File: src/rtl/move_pkg.sv
// move_pkg: shared definitions for the movement input controller.
// Holds the one-hot direction encodings, the FSM state type, the default
// parameter values and the fixed-priority direction selector.
package move_pkg;

    // One-hot move encodings as seen by the player move stage.
    localparam logic [3:0] DIR_UP    = 4'b1000;
    localparam logic [3:0] DIR_DOWN  = 4'b0100;
    localparam logic [3:0] DIR_LEFT  = 4'b0010;
    localparam logic [3:0] DIR_RIGHT = 4'b0001;
    localparam logic [3:0] DIR_NONE  = 4'b0000;

    localparam int unsigned DEF_DEBOUNCE_CYCLES    = 250000;
    localparam int unsigned DEF_TICK_CYCLES        = 1000000;
    localparam int unsigned DEF_REPEAT_DELAY_TICKS = 8;

    typedef enum logic [2:0] {
        StIdle,
        StFirst,
        StDelay,
        StRepeat,
        StLockout
    } move_state_t;

    // Fixed priority up > down > left > right; result is always one-hot or zero.
    function automatic logic [3:0] prio_sel(input logic [3:0] lvl);
        if (lvl[3]) begin
            return DIR_UP;
        end else if (lvl[2]) begin
            return DIR_DOWN;
        end else if (lvl[1]) begin
            return DIR_LEFT;
        end else if (lvl[0]) begin
            return DIR_RIGHT;
        end
        return DIR_NONE;
    endfunction

endpackage

File: src/rtl/move_input_ctrl_if.sv
// move_input_ctrl_if: button/move bundle between the board-side driver and the
// movement controller.
//   btn_raw   [3:0] asynchronous buttons (bit3 up, bit2 down, bit1 left, bit0 right)
//   freeze          game-over/win hold, suppresses all movement
//   move_dir  [3:0] one-hot single-cycle move command
//   btn_level [3:0] debounced button levels
// Modports: master drives buttons/freeze, slave is the controller.
interface move_input_ctrl_if;
    logic [3:0] btn_raw;
    logic       freeze;
    logic [3:0] move_dir;
    logic [3:0] btn_level;

    modport master (
        output btn_raw,
        output freeze,
        input  move_dir,
        input  btn_level
    );

    modport slave (
        input  btn_raw,
        input  freeze,
        output move_dir,
        output btn_level
    );
endinterface

File: src/rtl/btn_debounce.sv
// btn_debounce: one button bit through a 2-flop synchroniser and a
// consecutive-disagreement debouncer.
//   clk   system clock
//   rst   synchronous active-high reset
//   raw   asynchronous button input
//   level debounced level; flips after DEBOUNCE_CYCLES consecutive
//         cycles of the synchronised value disagreeing with it
module btn_debounce
    import move_pkg::*;
#(
    parameter int unsigned DEBOUNCE_CYCLES = DEF_DEBOUNCE_CYCLES
) (
    input  logic clk,
    input  logic rst,
    input  logic raw,
    output logic level
);

    localparam int unsigned CW = (DEBOUNCE_CYCLES > 1) ? $clog2(DEBOUNCE_CYCLES) : 1;

    logic          sync1;
    logic          sync2;
    logic [CW-1:0] cnt;

    always_ff @(posedge clk) begin
        if (rst) begin
            sync1 <= 1'b0;
            sync2 <= 1'b0;
            cnt   <= '0;
            level <= 1'b0;
        end else begin
            sync1 <= raw;
            sync2 <= sync1;
            if (sync2 == level) begin
                cnt <= '0;
            end else if (cnt == CW'(DEBOUNCE_CYCLES - 1)) begin
                // This is the DEBOUNCE_CYCLES-th disagreeing cycle.
                level <= sync2;
                cnt   <= '0;
            end else begin
                cnt <= cnt + 1'b1;
            end
        end
    end

endmodule

File: src/rtl/move_input_ctrl.sv
// move_input_ctrl: turns four raw buttons into one-hot single-cycle move
// commands with first-move, hold delay and tick-paced auto-repeat.
//   clk  system clock, rising edge
//   rst  synchronous active-high reset
//   bus  move_input_ctrl_if.slave: btn_raw/freeze in, move_dir/btn_level out
module move_input_ctrl
    import move_pkg::*;
#(
    parameter int unsigned DEBOUNCE_CYCLES    = DEF_DEBOUNCE_CYCLES,
    parameter int unsigned TICK_CYCLES        = DEF_TICK_CYCLES,
    parameter int unsigned REPEAT_DELAY_TICKS = DEF_REPEAT_DELAY_TICKS
) (
    input  logic               clk,
    input  logic               rst,
    move_input_ctrl_if.slave   bus
);

    localparam int unsigned PW = (TICK_CYCLES > 1) ? $clog2(TICK_CYCLES) : 1;
    localparam int unsigned DW = (REPEAT_DELAY_TICKS > 1) ? $clog2(REPEAT_DELAY_TICKS) : 1;

    logic [3:0]    level;
    logic [3:0]    sel_dir;
    logic [PW-1:0] presc;
    logic          tick;
    logic [DW-1:0] delay_cnt;
    logic [3:0]    cur_dir;
    logic [3:0]    move_q;
    move_state_t   state;

    for (genvar i = 0; i < 4; i++) begin : g_btn
        btn_debounce #(
            .DEBOUNCE_CYCLES (DEBOUNCE_CYCLES)
        ) u_btn (
            .clk   (clk),
            .rst   (rst),
            .raw   (bus.btn_raw[i]),
            .level (level[i])
        );
    end

    assign sel_dir       = prio_sel(level);
    assign bus.btn_level = level;
    assign bus.move_dir  = move_q;

    // Free-running movement prescaler.
    assign tick = (presc == PW'(TICK_CYCLES - 1));

    always_ff @(posedge clk) begin
        if (rst) begin
            presc <= '0;
        end else if (tick) begin
            presc <= '0;
        end else begin
            presc <= presc + 1'b1;
        end
    end

    // move_q is registered: the edge that enters StFirst (or acts on a repeat
    // tick) loads the move, so it is visible for exactly one cycle after it.
    always_ff @(posedge clk) begin
        if (rst) begin
            state     <= StIdle;
            cur_dir   <= DIR_NONE;
            delay_cnt <= '0;
            move_q    <= DIR_NONE;
        end else begin
            move_q <= DIR_NONE;
            if (bus.freeze) begin
                state <= StLockout;
            end else begin
                unique case (state)
                    StIdle: begin
                        if (sel_dir != DIR_NONE) begin
                            cur_dir <= sel_dir;
                            move_q  <= sel_dir;
                            state   <= StFirst;
                        end
                    end
                    StFirst: begin
                        delay_cnt <= '0;
                        state     <= StDelay;
                    end
                    StDelay, StRepeat: begin
                        if (sel_dir == DIR_NONE) begin
                            state <= StIdle;
                        end else if (sel_dir != cur_dir) begin
                            // A coinciding tick is absorbed: one move, new direction.
                            cur_dir <= sel_dir;
                            move_q  <= sel_dir;
                            state   <= StFirst;
                        end else if (tick) begin
                            if (state == StRepeat) begin
                                move_q <= cur_dir;
                            end else if (delay_cnt == DW'(REPEAT_DELAY_TICKS - 1)) begin
                                state <= StRepeat;
                            end else begin
                                delay_cnt <= delay_cnt + 1'b1;
                            end
                        end
                    end
                    StLockout: begin
                        // Wait for every button to be released so a held button
                        // cannot fire when freeze drops.
                        if (level == 4'b0000) begin
                            state <= StIdle;
                        end
                    end
                    default: state <= StIdle;
                endcase
            end
        end
    end

endmodule
File: src/flat_wrapper.sv
// flat-port wrapper written by rule: the top's interface ports become plain ports
module move_input_ctrl_flat import move_pkg::*;
#(
    parameter int unsigned DEBOUNCE_CYCLES    = DEF_DEBOUNCE_CYCLES,
    parameter int unsigned TICK_CYCLES        = DEF_TICK_CYCLES,
    parameter int unsigned REPEAT_DELAY_TICKS = DEF_REPEAT_DELAY_TICKS
)
  (clk, rst, bus_btn_raw, bus_freeze, bus_move_dir, bus_btn_level);
  move_input_ctrl_if bus_i ();
  input  logic clk;
  input  logic rst;
  input wire logic [$bits(bus_i.btn_raw)-1:0] bus_btn_raw;
  input wire logic [$bits(bus_i.freeze)-1:0] bus_freeze;
  output wire logic [$bits(bus_i.move_dir)-1:0] bus_move_dir;
  output wire logic [$bits(bus_i.btn_level)-1:0] bus_btn_level;
  assign bus_i.btn_raw = bus_btn_raw;
  assign bus_i.freeze = bus_freeze;
  assign bus_move_dir = bus_i.move_dir;
  assign bus_btn_level = bus_i.btn_level;
  move_input_ctrl #(.DEBOUNCE_CYCLES(DEBOUNCE_CYCLES), .TICK_CYCLES(TICK_CYCLES), .REPEAT_DELAY_TICKS(REPEAT_DELAY_TICKS)) u_core (.clk(clk), .rst(rst), .bus(bus_i));
endmodule
File: config.mk
export PLATFORM = sky130hd
export DESIGN_NAME = move_input_ctrl_flat
export DESIGN_NICKNAME = d
export VERILOG_FILES = /design/src/rtl/move_pkg.sv /design/src/rtl/move_input_ctrl_if.sv /design/src/rtl/btn_debounce.sv /design/src/rtl/move_input_ctrl.sv /design/src/flat_wrapper.sv
export SDC_FILE = /design/constraint.sdc
export NUM_CORES = 1
export LEC_CHECK = 0
export ABC_CLOCK_PERIOD_IN_PS = 5700
export CAP_MARGIN = 5
export CORE_MARGIN = 1.5
export CORE_UTILIZATION = 40
export DETAILED_ROUTE_END_ITERATION = 10
export GPL_TIMING_DRIVEN = 1
export MAX_ROUTING_LAYER = met4
export PLACE_DENSITY = 0.58
export SETUP_SLACK_MARGIN = 0.15
export SYNTH_ARGS = -nofsm -noshare
export SYNTH_HDL_FRONTEND = slang
export SYNTH_SLANG_ARGS = --single-unit
export TNS_END_PERCENT = 1
File: constraint.sdc
create_clock -name clk -period 5.7 [get_ports clk]
set_input_delay 1.71 -clock clk [delete_from_list [all_inputs] [get_ports clk]]
set_output_delay 1.71 -clock clk [all_outputs]
set_load 0.01 [all_outputs]
# Word level (Yosys, flattened, before mapping)

Cells that the tools add are included.

Multiplexer cells: 34
Add/sub/neg operators: 6
Bitwise operators: 5
Equality and inequality tests: 31
Reduce and logical (&&, ||, !) cells: 21

Operator list:

| kind                    | count |
|---|---|
| $add A18 B1 Y18 const B | 4 |
| $eq A18 B18 Y1 const B  | 4 |
| $mux W4                 | 13 |
| $mux W3                 | 13 |
| $add A20 B1 Y20 const B | 1 |
| $eq A20 B20 Y1 const B  | 1 |
| $pmux W4 S2             | 2 |
| $reduce_and A5 Y1       | 3 |
| $pmux W3 S4             | 1 |
| $reduce_or A3 Y1        | 4 |
| $ne A5 B2 Y1 const B    | 2 |
| $logic_not A4 Y1        | 2 |
| $ne A2 B1 Y1 const B    | 4 |
| $ne A2 B2 Y1 const B    | 4 |
| $ne A4 B1 Y1 const B    | 2 |
| $reduce_and A2 Y1       | 4 |
| $reduce_and A7 Y1       | 1 |
| $eq A3 B2 Y1 const B    | 2 |
| $eq A3 B3 Y1 const B    | 2 |
| $ne A3 B2 Y1 const B    | 2 |
| $pmux W3 S2             | 1 |
| $reduce_or A2 Y1        | 3 |
| $ne A5 B3 Y1 const B    | 1 |
| $not A1 Y1              | 5 |
| other kinds (9)         | 16 |

Word-level logic and storage cells: 119
Register bits after elaboration: 118
Input port bits: 7
Output and inout port bits: 8

# Depth between registers and ports, before layout

Gate-level depths: netlist of run 1.

Depth in word-level cells: 10
Mapped depth: 8
Gate-level depth less buffers: 6

# Cells and area by module

From an unflattened synthesis of run 1, not the netlist that was laid out.

Cell total of the unflattened synthesis: 618
Area, all modules: 5378.9 um^2

By module, submodules not included:

| module          | cells an instance | instances | seq. area each (um^2) | area an instance (um^2) |
|---|---|---|---|---|
| btn_debounce    | 104               | 4         | 420.4                 | 914.6 |
| move_input_ctrl | 202               | 1         | 680.7                 | 1720.4 |

# Worst setup path before layout of run 1

No wires, ideal clock.

Path type: input-to-reg
Start: input bus_freeze
End: register u_core.move_q[3] (netlist: u_core.bus.move_dir[3])
Library setup time: 0.092 ns
Arrival: 2.697 ns
Stages: 4
Data required time: 5.608 ns
Slack: 2.911 ns
Path buffers: 0
Cell sequence: nor4_1 nand2_1 or4_4 o32ai_1

Longest elaborated chain between the ends: 1

RTL lines:

| what                              | line                  | text |
|---|---|---|
| start, declared                   | flat_wrapper.sv:13    | `input wire logic [$bits(bus_i.freeze)-1:0] bus_freeze;` |
| $reduce_or A2 Y1 (no source line) | n/a                   |  |
| end signal, assigned              | move_input_ctrl.sv:75 | `move_q <= sel_dir;` |
| end signal, assigned              | move_input_ctrl.sv:89 | `move_q <= sel_dir;` |
| end signal, assigned              | move_input_ctrl.sv:93 | `move_q <= cur_dir;` |
| end, declared                     | move_input_ctrl.sv:27 | `logic [3:0] move_q;` |

Every way passes these cells.
A chain may end at the register's enable or synchronous reset.

# Final worst setup path of run 1

Start: input rst
End: register u_core.move_q[3] (netlist: u_core.bus.move_dir[3])

Longest elaborated chain between the ends: 1

RTL lines:

| what                              | line               | text |
|---|---|---|
| start, declared                   | flat_wrapper.sv:11 | `input logic rst;` |
| $reduce_or A2 Y1 (no source line) | n/a                |  |

Every way passes these cells.

==> impl_metrics.csv, run 1 <==
group,metric,value,unit
critical_path,r2r-end,"u_core.delay_cnt[0]$_SDFFE_PP0P_",
clock_tree,clock_latency,0.41,ns
critical_path,cp_top_family,"simple AND/OR/NAND/NOR gates",
job,max_cap_viol_count,0,
synth,synth_edf_count,0,
critical_path,rrSetupSlack,3.48,ns
clock_tree,cts_buffers,17,
critical_path,cpMaxStageDelayCell,"clkdlybuf4s50_1",
synth,synth_fp_nets,595,
synth,synthCells,581,
detailed_routing,drtPass1Iterations,4,
clock_tree,root_buffer,"clkbuf_16",
clock_tree,cts.sinks,118,
clock_tree,post-cts-setup-buffer-count,0,
final_layout,layout.nets,611,
timing,slew-limit-headroom,42.15,%
die,rows,41,
synth,synth_warnings,0,
final_layout,fillers,1277,
critical_path,cp_max_fo,24,
critical_path,start_kind,"input pin",
die,io_pins,15,
final_layout,diodes,0,
critical_path,cp-end-kind,"register",
critical_path,cpPeakStageDelay,0.85,ns
timing,setup_viol,0,
global_route,overflow,0,
hold_path,hold_path.class,"reg -> reg",
detailed_routing,drc,0,
power_and_ir_drop,leakage,1.954,nW
synth,synth_ff_type,"dfxtp_1",
die,core,0.01252,mm2
synth,synthesis.area,0.005110,mm2
synth,syn_area_per_cell,8.795,um2
power_and_ir_drop,ir_drop,194.8,uV
synth,synth-seq-cells,118,
synth,synth.distinct_cells,47,
global_route,antenna_found_initial,0,
detailed_routing,vias_per_cell,4.936,
final_layout,final_common_cell,"dfxtp_1",
global_route,grt_pass1_wl,16160,um
run_status,outcome,"completed",
synth,async_reset_ff_share,0,%
clock_tree,ctsHoldBuffers,0,
die,dieArea,0.01346,mm2
detailed_routing,via_count,3855,
synth,ys_seq_area_share,46.23,%
timing,fmax,276.3,MHz
final_layout,area_growth_syn_to_layout,15.62,%
critical_path,crit_path_end,"u_core.bus.move_dir[3]$_SDFF_PP0_",
detailed_routing,drt_wl_total,9330,um
place,dp_hpwl,6545,um
power_and_ir_drop,cellPowerDensity,302.8,mW/mm2
critical_path,crit_chain,"clkdlybuf4s50_1, nor4_1, nand2_1, or4_4, o32ai_1",
timing,period_share,63.50,%
critical_path,cp_num_cells,5,
timing,min_period,3.619,ns
timing,tightest_slew,0.8650,ns
die,die_w,116.0,um
clock_tree,clk_pin_slew,0.05,ns
final_layout,fin_util,47.20,%
final_layout,drive_gt1_share,6.732,%
timing,rsz0062_at_grt,"no",
die,start_util,40.82,%
critical_path,crit_buf_inv,1,
die,die_height,116.0,um
critical_path,reg2reg_from,"u_core.presc[14]$_SDFF_PP0_",
timing,final_hold_viol_count,0,
global_route,grt_pass1_vias,3686,
critical_path,critPathArrivalTime,3.91,ns
clock_tree,cts_max_level,4,
detailed_routing,ant_nets,0,
global_route,grt_usage,15.71,%
critical_path,cp.required,6.00,ns
timing,finalMaxSlewViolations,0,
global_route,grt_max_degree,25,
timing,fin_hold_ws,0.4338,ns
critical_path,worst-setup-path-type,"in -> reg",
detailed_routing,drt-initial-drc-count,203,
clock_tree,cts_resized,0,
place,gp_congestion,0.8646,
place,io_buffers,14,
detailed_routing,wl_per_cell,11.95,um
critical_path,reg2regPathDepth,5,
timing,clock_skew,0.007711,ns
timing,fin_tns_setup,0,ns
critical_path,startpoint,"rst",
clock_tree,tritoncts,"yes",
clock_tree,ctsLongestPathBuffers,2,
final_layout,layout_common_cells,"dfxtp_1 (118), nor2_1 (117), xor2_1 (45)",
-- through the flow --
step	setup slack, ns	std cells	total power, mW	area, um2
2_1_floorplan	2.911	581	0.8679	5110
3_3_place_gp	1.740	750	0.8769	5385
3_5_place_dp	1.631	750	0.8775	5385
4_1_cts	2.059	781	1.819	5908
5_1_grt	1.836	781	1.860	5908
6_report	2.081	781	1.789	5908
-- worst register-to-register path: stages (launching register included) --
cell and delay [ns]:
dfxtp_1 0.41, or4b_1 0.47, or4_4 0.47, nor4_2 0.27
a221oi_1 0.16, mux2_2 0.33
-- area by class of cell --
cell class	instances	area [um2]	share of cell area, %
Clock buffer	27	503.0	8.513
Clock inverter	4	20.02	0.3388
Inverter	20	75.07	1.271
Multi-Input combinational cell	425	2585	43.75
Sequential cell	118	2362	39.98
Tap cell	172	215.2	3.643
Timing Repair Buffer	15	147.6	2.499
-- layer usage --
layer  GRT usage [%]  part of all wire, %
met3           4.864                  3.6
met5               -                    0
met2           24.39                   46
met4           7.317                  1.1
met1           18.60                   49
-- cell usage after synthesis (10+ instances only) --
| master | number | area (um2) |
|---|---|---|
| and3_1 | 14 | 87.58 |
| clkbuf_1 | 10 | 37.54 |
| dfxtp_1 | 118 | 2362 |
| inv_1 | 20 | 75.07 |
| nand2_1 | 39 | 146.4 |
| nand3_1 | 35 | 175.2 |
| nand4_1 | 20 | 125.1 |
| nor2_1 | 117 | 439.2 |
| nor2b_1 | 11 | 68.82 |
| nor3_1 | 10 | 50.05 |
| nor4_1 | 10 | 62.56 |
| xnor2_1 | 41 | 359.1 |
| xor2_1 | 45 | 394.1 |
-- cells by family after synthesis --
kind of cell	count (synthesis)	share of synthesized area, %
DFF	118	46.23
AOI/OAI and AO/OA	31	4.114
muxes	4	0.8325
and+or+nand+nor	297	29.19
xor gates and xnor gates	86	14.74
buffers and inverters	38	3.183
adders and majority gates	7	1.714
-- how the worst min path moves through the flow --
stage                                           startpoint  cells past startpoint                                endpoint  slack, ns
detailed placement  u_core.g_btn[1].u_btn.sync1$_SDFF_PP0_                      1  u_core.g_btn[1].u_btn.sync2$_SDFF_PP0_       0.43
finish              u_core.g_btn[3].u_btn.sync1$_SDFF_PP0_                      1  u_core.g_btn[3].u_btn.sync2$_SDFF_PP0_       0.43
global placement    u_core.g_btn[2].u_btn.sync1$_SDFF_PP0_                      1  u_core.g_btn[2].u_btn.sync2$_SDFF_PP0_       0.42
floorplan           u_core.g_btn[0].u_btn.sync1$_SDFF_PP0_                      1  u_core.g_btn[0].u_btn.sync2$_SDFF_PP0_       0.41
global route        u_core.g_btn[2].u_btn.sync1$_SDFF_PP0_                      1  u_core.g_btn[2].u_btn.sync2$_SDFF_PP0_       0.45
CTS                 u_core.g_btn[3].u_btn.sync1$_SDFF_PP0_                      1  u_core.g_btn[3].u_btn.sync2$_SDFF_PP0_       0.43
-- state kept, by name, indices dropped and copies added, names as in the netlist --
| name | cells |
|---|---|
| u_core.g_btn.u_btn.sync1 | 4 |
| u_core.g_btn.u_btn.cnt | 72 |
| u_core.bus.move_dir | 4 |
| u_core.g_btn.u_btn.sync2 | 4 |
| u_core.state | 3 |
| u_core.cur_dir | 4 |
| u_core.presc | 20 |
| u_core.delay_cnt | 3 |
| u_core.g_btn.u_btn.level | 4 |
-- power breakdown --
group / internal, mW / switching [mW] / total (mW)
clock network: 0.595 / 0.334 / 0.929
logic: 0.00946 / 0.0148 / 0.0243
registers: 0.832 / 0.00397 / 0.836
total: 1.44 / 0.353 / 1.79
Power figures use the tool's default switching activity.
==> inputs of run 2 (changes only) <==
--- a/config.mk
+++ b/config.mk
@@ -5,7 +5,7 @@
 export SDC_FILE = /design/constraint.sdc
 export NUM_CORES = 1
 export LEC_CHECK = 0
-export ABC_CLOCK_PERIOD_IN_PS = 5700
+export ABC_CLOCK_PERIOD_IN_PS = 3600
 export CAP_MARGIN = 5
 export CORE_MARGIN = 1.5
 export CORE_UTILIZATION = 40
==> constraint.sdc (replaced) <==
create_clock -name clk -period 3.6 [get_ports clk]
set_input_delay 1.08 -clock clk [delete_from_list [all_inputs] [get_ports clk]]
set_output_delay 1.08 -clock clk [all_outputs]
set_load 0.01 [all_outputs]
==> impl_metrics.csv, run 2 (same netlist as run 1, synthesis figures left out) <==
group,metric,value,unit
detailed_routing,drc,0,
clock_tree,tritoncts,"yes",
critical_path,start_kind,"register",
global_route,grt_usage,16.49,%
detailed_routing,vias_per_cell,4.913,
clock_tree,ctsHoldBuffers,0,
die,start_util,40.82,%
place,dp_hpwl,6699,um
final_layout,largest_register_ffs,72,
timing,finalMaxSlewViolations,0,
final_layout,layout.nets,612,
timing,tightest_slew,0.6829,ns
place,pre_cts_ws,0.7778,ns
critical_path,crit_buf_inv,1,
global_route,antenna_found_initial,0,
timing,fin_hold_ws,0.4326,ns
critical_path,cp_top_family,"buffers and inverters",
hold_path,hold_path.class,"reg -> reg",
clock_tree,root_buffer,"clkbuf_16",
final_layout,layout_common_cells,"dfxtp_1 (118), nor2_1 (117), xor2_1 (45)",
clock_tree,cts.sinks,118,
critical_path,startpoint,"u_core.g_btn[3].u_btn.level$_SDFFE_PP0P_",
final_layout,fillers,1217,
detailed_routing,drt-initial-drc-count,277,
final_layout,regMostFlops,"u_core.g_btn.u_btn.cnt",
final_layout,drive_gt1_share,8.020,%
place,io_buffers,14,
detailed_routing,drtPass1Iterations,4,
die,die_height,116.0,um
die,io_pins,15,
critical_path,r2r-end,"u_core.presc[8]$_SDFF_PP0_",
timing,fin_tns_setup,0,ns
clock_tree,cts_max_level,4,
final_layout,final_common_cell,"dfxtp_1",
timing,worst_slack,0.9619,ns
critical_path,crit_path_end,"bus_btn_level[3]",
run_status,outcome,"completed",
clock_tree,cts_buffers,17,
global_route,grt_pass1_wl,16840,um
critical_path,critPathArrivalTime,1.56,ns
critical_path,crit_chain,"clkdlybuf4s50_1",
critical_path,cp.required,2.52,ns
timing,slew-limit-headroom,54.17,%
critical_path,worst-setup-path-type,"reg -> out",
detailed_routing,drt_wl_total,9649,um
detailed_routing,via_count,3847,
final_layout,fin_util,48.16,%
detailed_routing,ant_nets,0,
critical_path,cp-end-kind,"primary output",
die,core,0.01252,mm2
critical_path,cpMaxStageDelayCell,"clkdlybuf4s50_1",
place,dpl.cell_count,751,
global_route,grt_max_degree,21,
die,dieArea,0.01346,mm2
clock_tree,post-cts-setup-buffer-count,0,
final_layout,design_area,0.006028,mm2
final_layout,diodes,0,
detailed_routing,wl_per_cell,12.32,um
power_and_ir_drop,ir_drop,350.3,uV
power_and_ir_drop,power,3.162,mW
critical_path,cpPeakStageDelay,0.64,ns
global_route,overflow,0,
clock_tree,clock_latency,0.41,ns
die,die_w,116.0,um
critical_path,cp_max_fo,9,
timing,min_period,2.638,ns
final_layout,layoutNonFillerInstCount,783,
die,rows,41,
clock_tree,ctsLongestPathBuffers,2,
place,dpl_cell_area,0.005393,mm2
place,gp_congestion,0.8848,
critical_path,reg2regPathDepth,5,
final_layout,area_growth_syn_to_layout,17.97,%
timing,fmax,379.1,MHz
timing,final_hold_viol_count,0,
clock_tree,clk_pin_slew,0.05,ns
clock_tree,cts_resized,0,
critical_path,rrSetupSlack,1.20,ns
critical_path,reg2reg_from,"u_core.presc[14]$_SDFF_PP0_",
timing,clock_skew,0.007466,ns
power_and_ir_drop,leakage,2.002,nW
timing,setup_viol,0,
global_route,grt_pass1_vias,3745,
job,max_cap_viol_count,0,
critical_path,cp_num_cells,1,
timing,rsz0062_at_grt,"no",
timing,period_share,73.28,%
power_and_ir_drop,cellPowerDensity,524.6,mW/mm2
final_layout,largest_registers,"u_core.g_btn.u_btn.cnt x72, u_core.presc x20",
-- run 2: cell count changes in the layout (fill, tap and decap cells not counted), sizes merged --
cell,previous run,this run
buf,1,2
bufinv,0,5
clkbuf,27,17
clkinvlp,0,4
clkinv,4,6
-- run 2: layout make-up --
class | instances | area, um2 | share of cell area, %
clock buffer | 17 | 425.4 | 7.057
clock inverter | 15 | 210.2 | 3.487
inverter | 20 | 75.07 | 1.245
multi-input combinational | 425 | 2585 | 42.88
sequential | 118 | 2362 | 39.19
tap | 172 | 215.2 | 3.570
timing repair buffer | 16 | 155.1 | 2.574
-- run 2: worst min-delay path by stage --
| stage | depth (start not counted) | end | slack [ns] | from |
|---|---|---|---|---|
| floorplan | 1 | u_core.g_btn[0].u_btn.sync2$_SDFF_PP0_ | 0.41 | u_core.g_btn[0].u_btn.sync1$_SDFF_PP0_ |
| global placement | 1 | u_core.g_btn[1].u_btn.sync2$_SDFF_PP0_ | 0.42 | u_core.g_btn[1].u_btn.sync1$_SDFF_PP0_ |
| detailed placement | 1 | u_core.g_btn[2].u_btn.sync2$_SDFF_PP0_ | 0.43 | u_core.g_btn[2].u_btn.sync1$_SDFF_PP0_ |
| CTS | 1 | u_core.g_btn[2].u_btn.sync2$_SDFF_PP0_ | 0.44 | u_core.g_btn[2].u_btn.sync1$_SDFF_PP0_ |
| global route | 1 | u_core.g_btn[1].u_btn.sync2$_SDFF_PP0_ | 0.46 | u_core.g_btn[1].u_btn.sync1$_SDFF_PP0_ |
| finish | 1 | u_core.g_btn[1].u_btn.sync2$_SDFF_PP0_ | 0.43 | u_core.g_btn[1].u_btn.sync1$_SDFF_PP0_ |
-- run 2: routing by layer --
layer	routed length, um	track usage (%)	vias to the layer above
met5	0	-	-
li1	-	-	2008
met2	4488	24.98	45
met3	343	6.119	5
met4	84	5.610	0
met1	4733	20.23	1789
-- run 2: report_power, final --
| group | internal, mW | leakage [nW] | switching [mW] |
|---|---|---|---|
| Sequential | 1.32 | 0.953 | 0.00654 |
| Combinational | 0.0157 | 0.745 | 0.0242 |
| Clock | 1.22 | 0.304 | 0.583 |
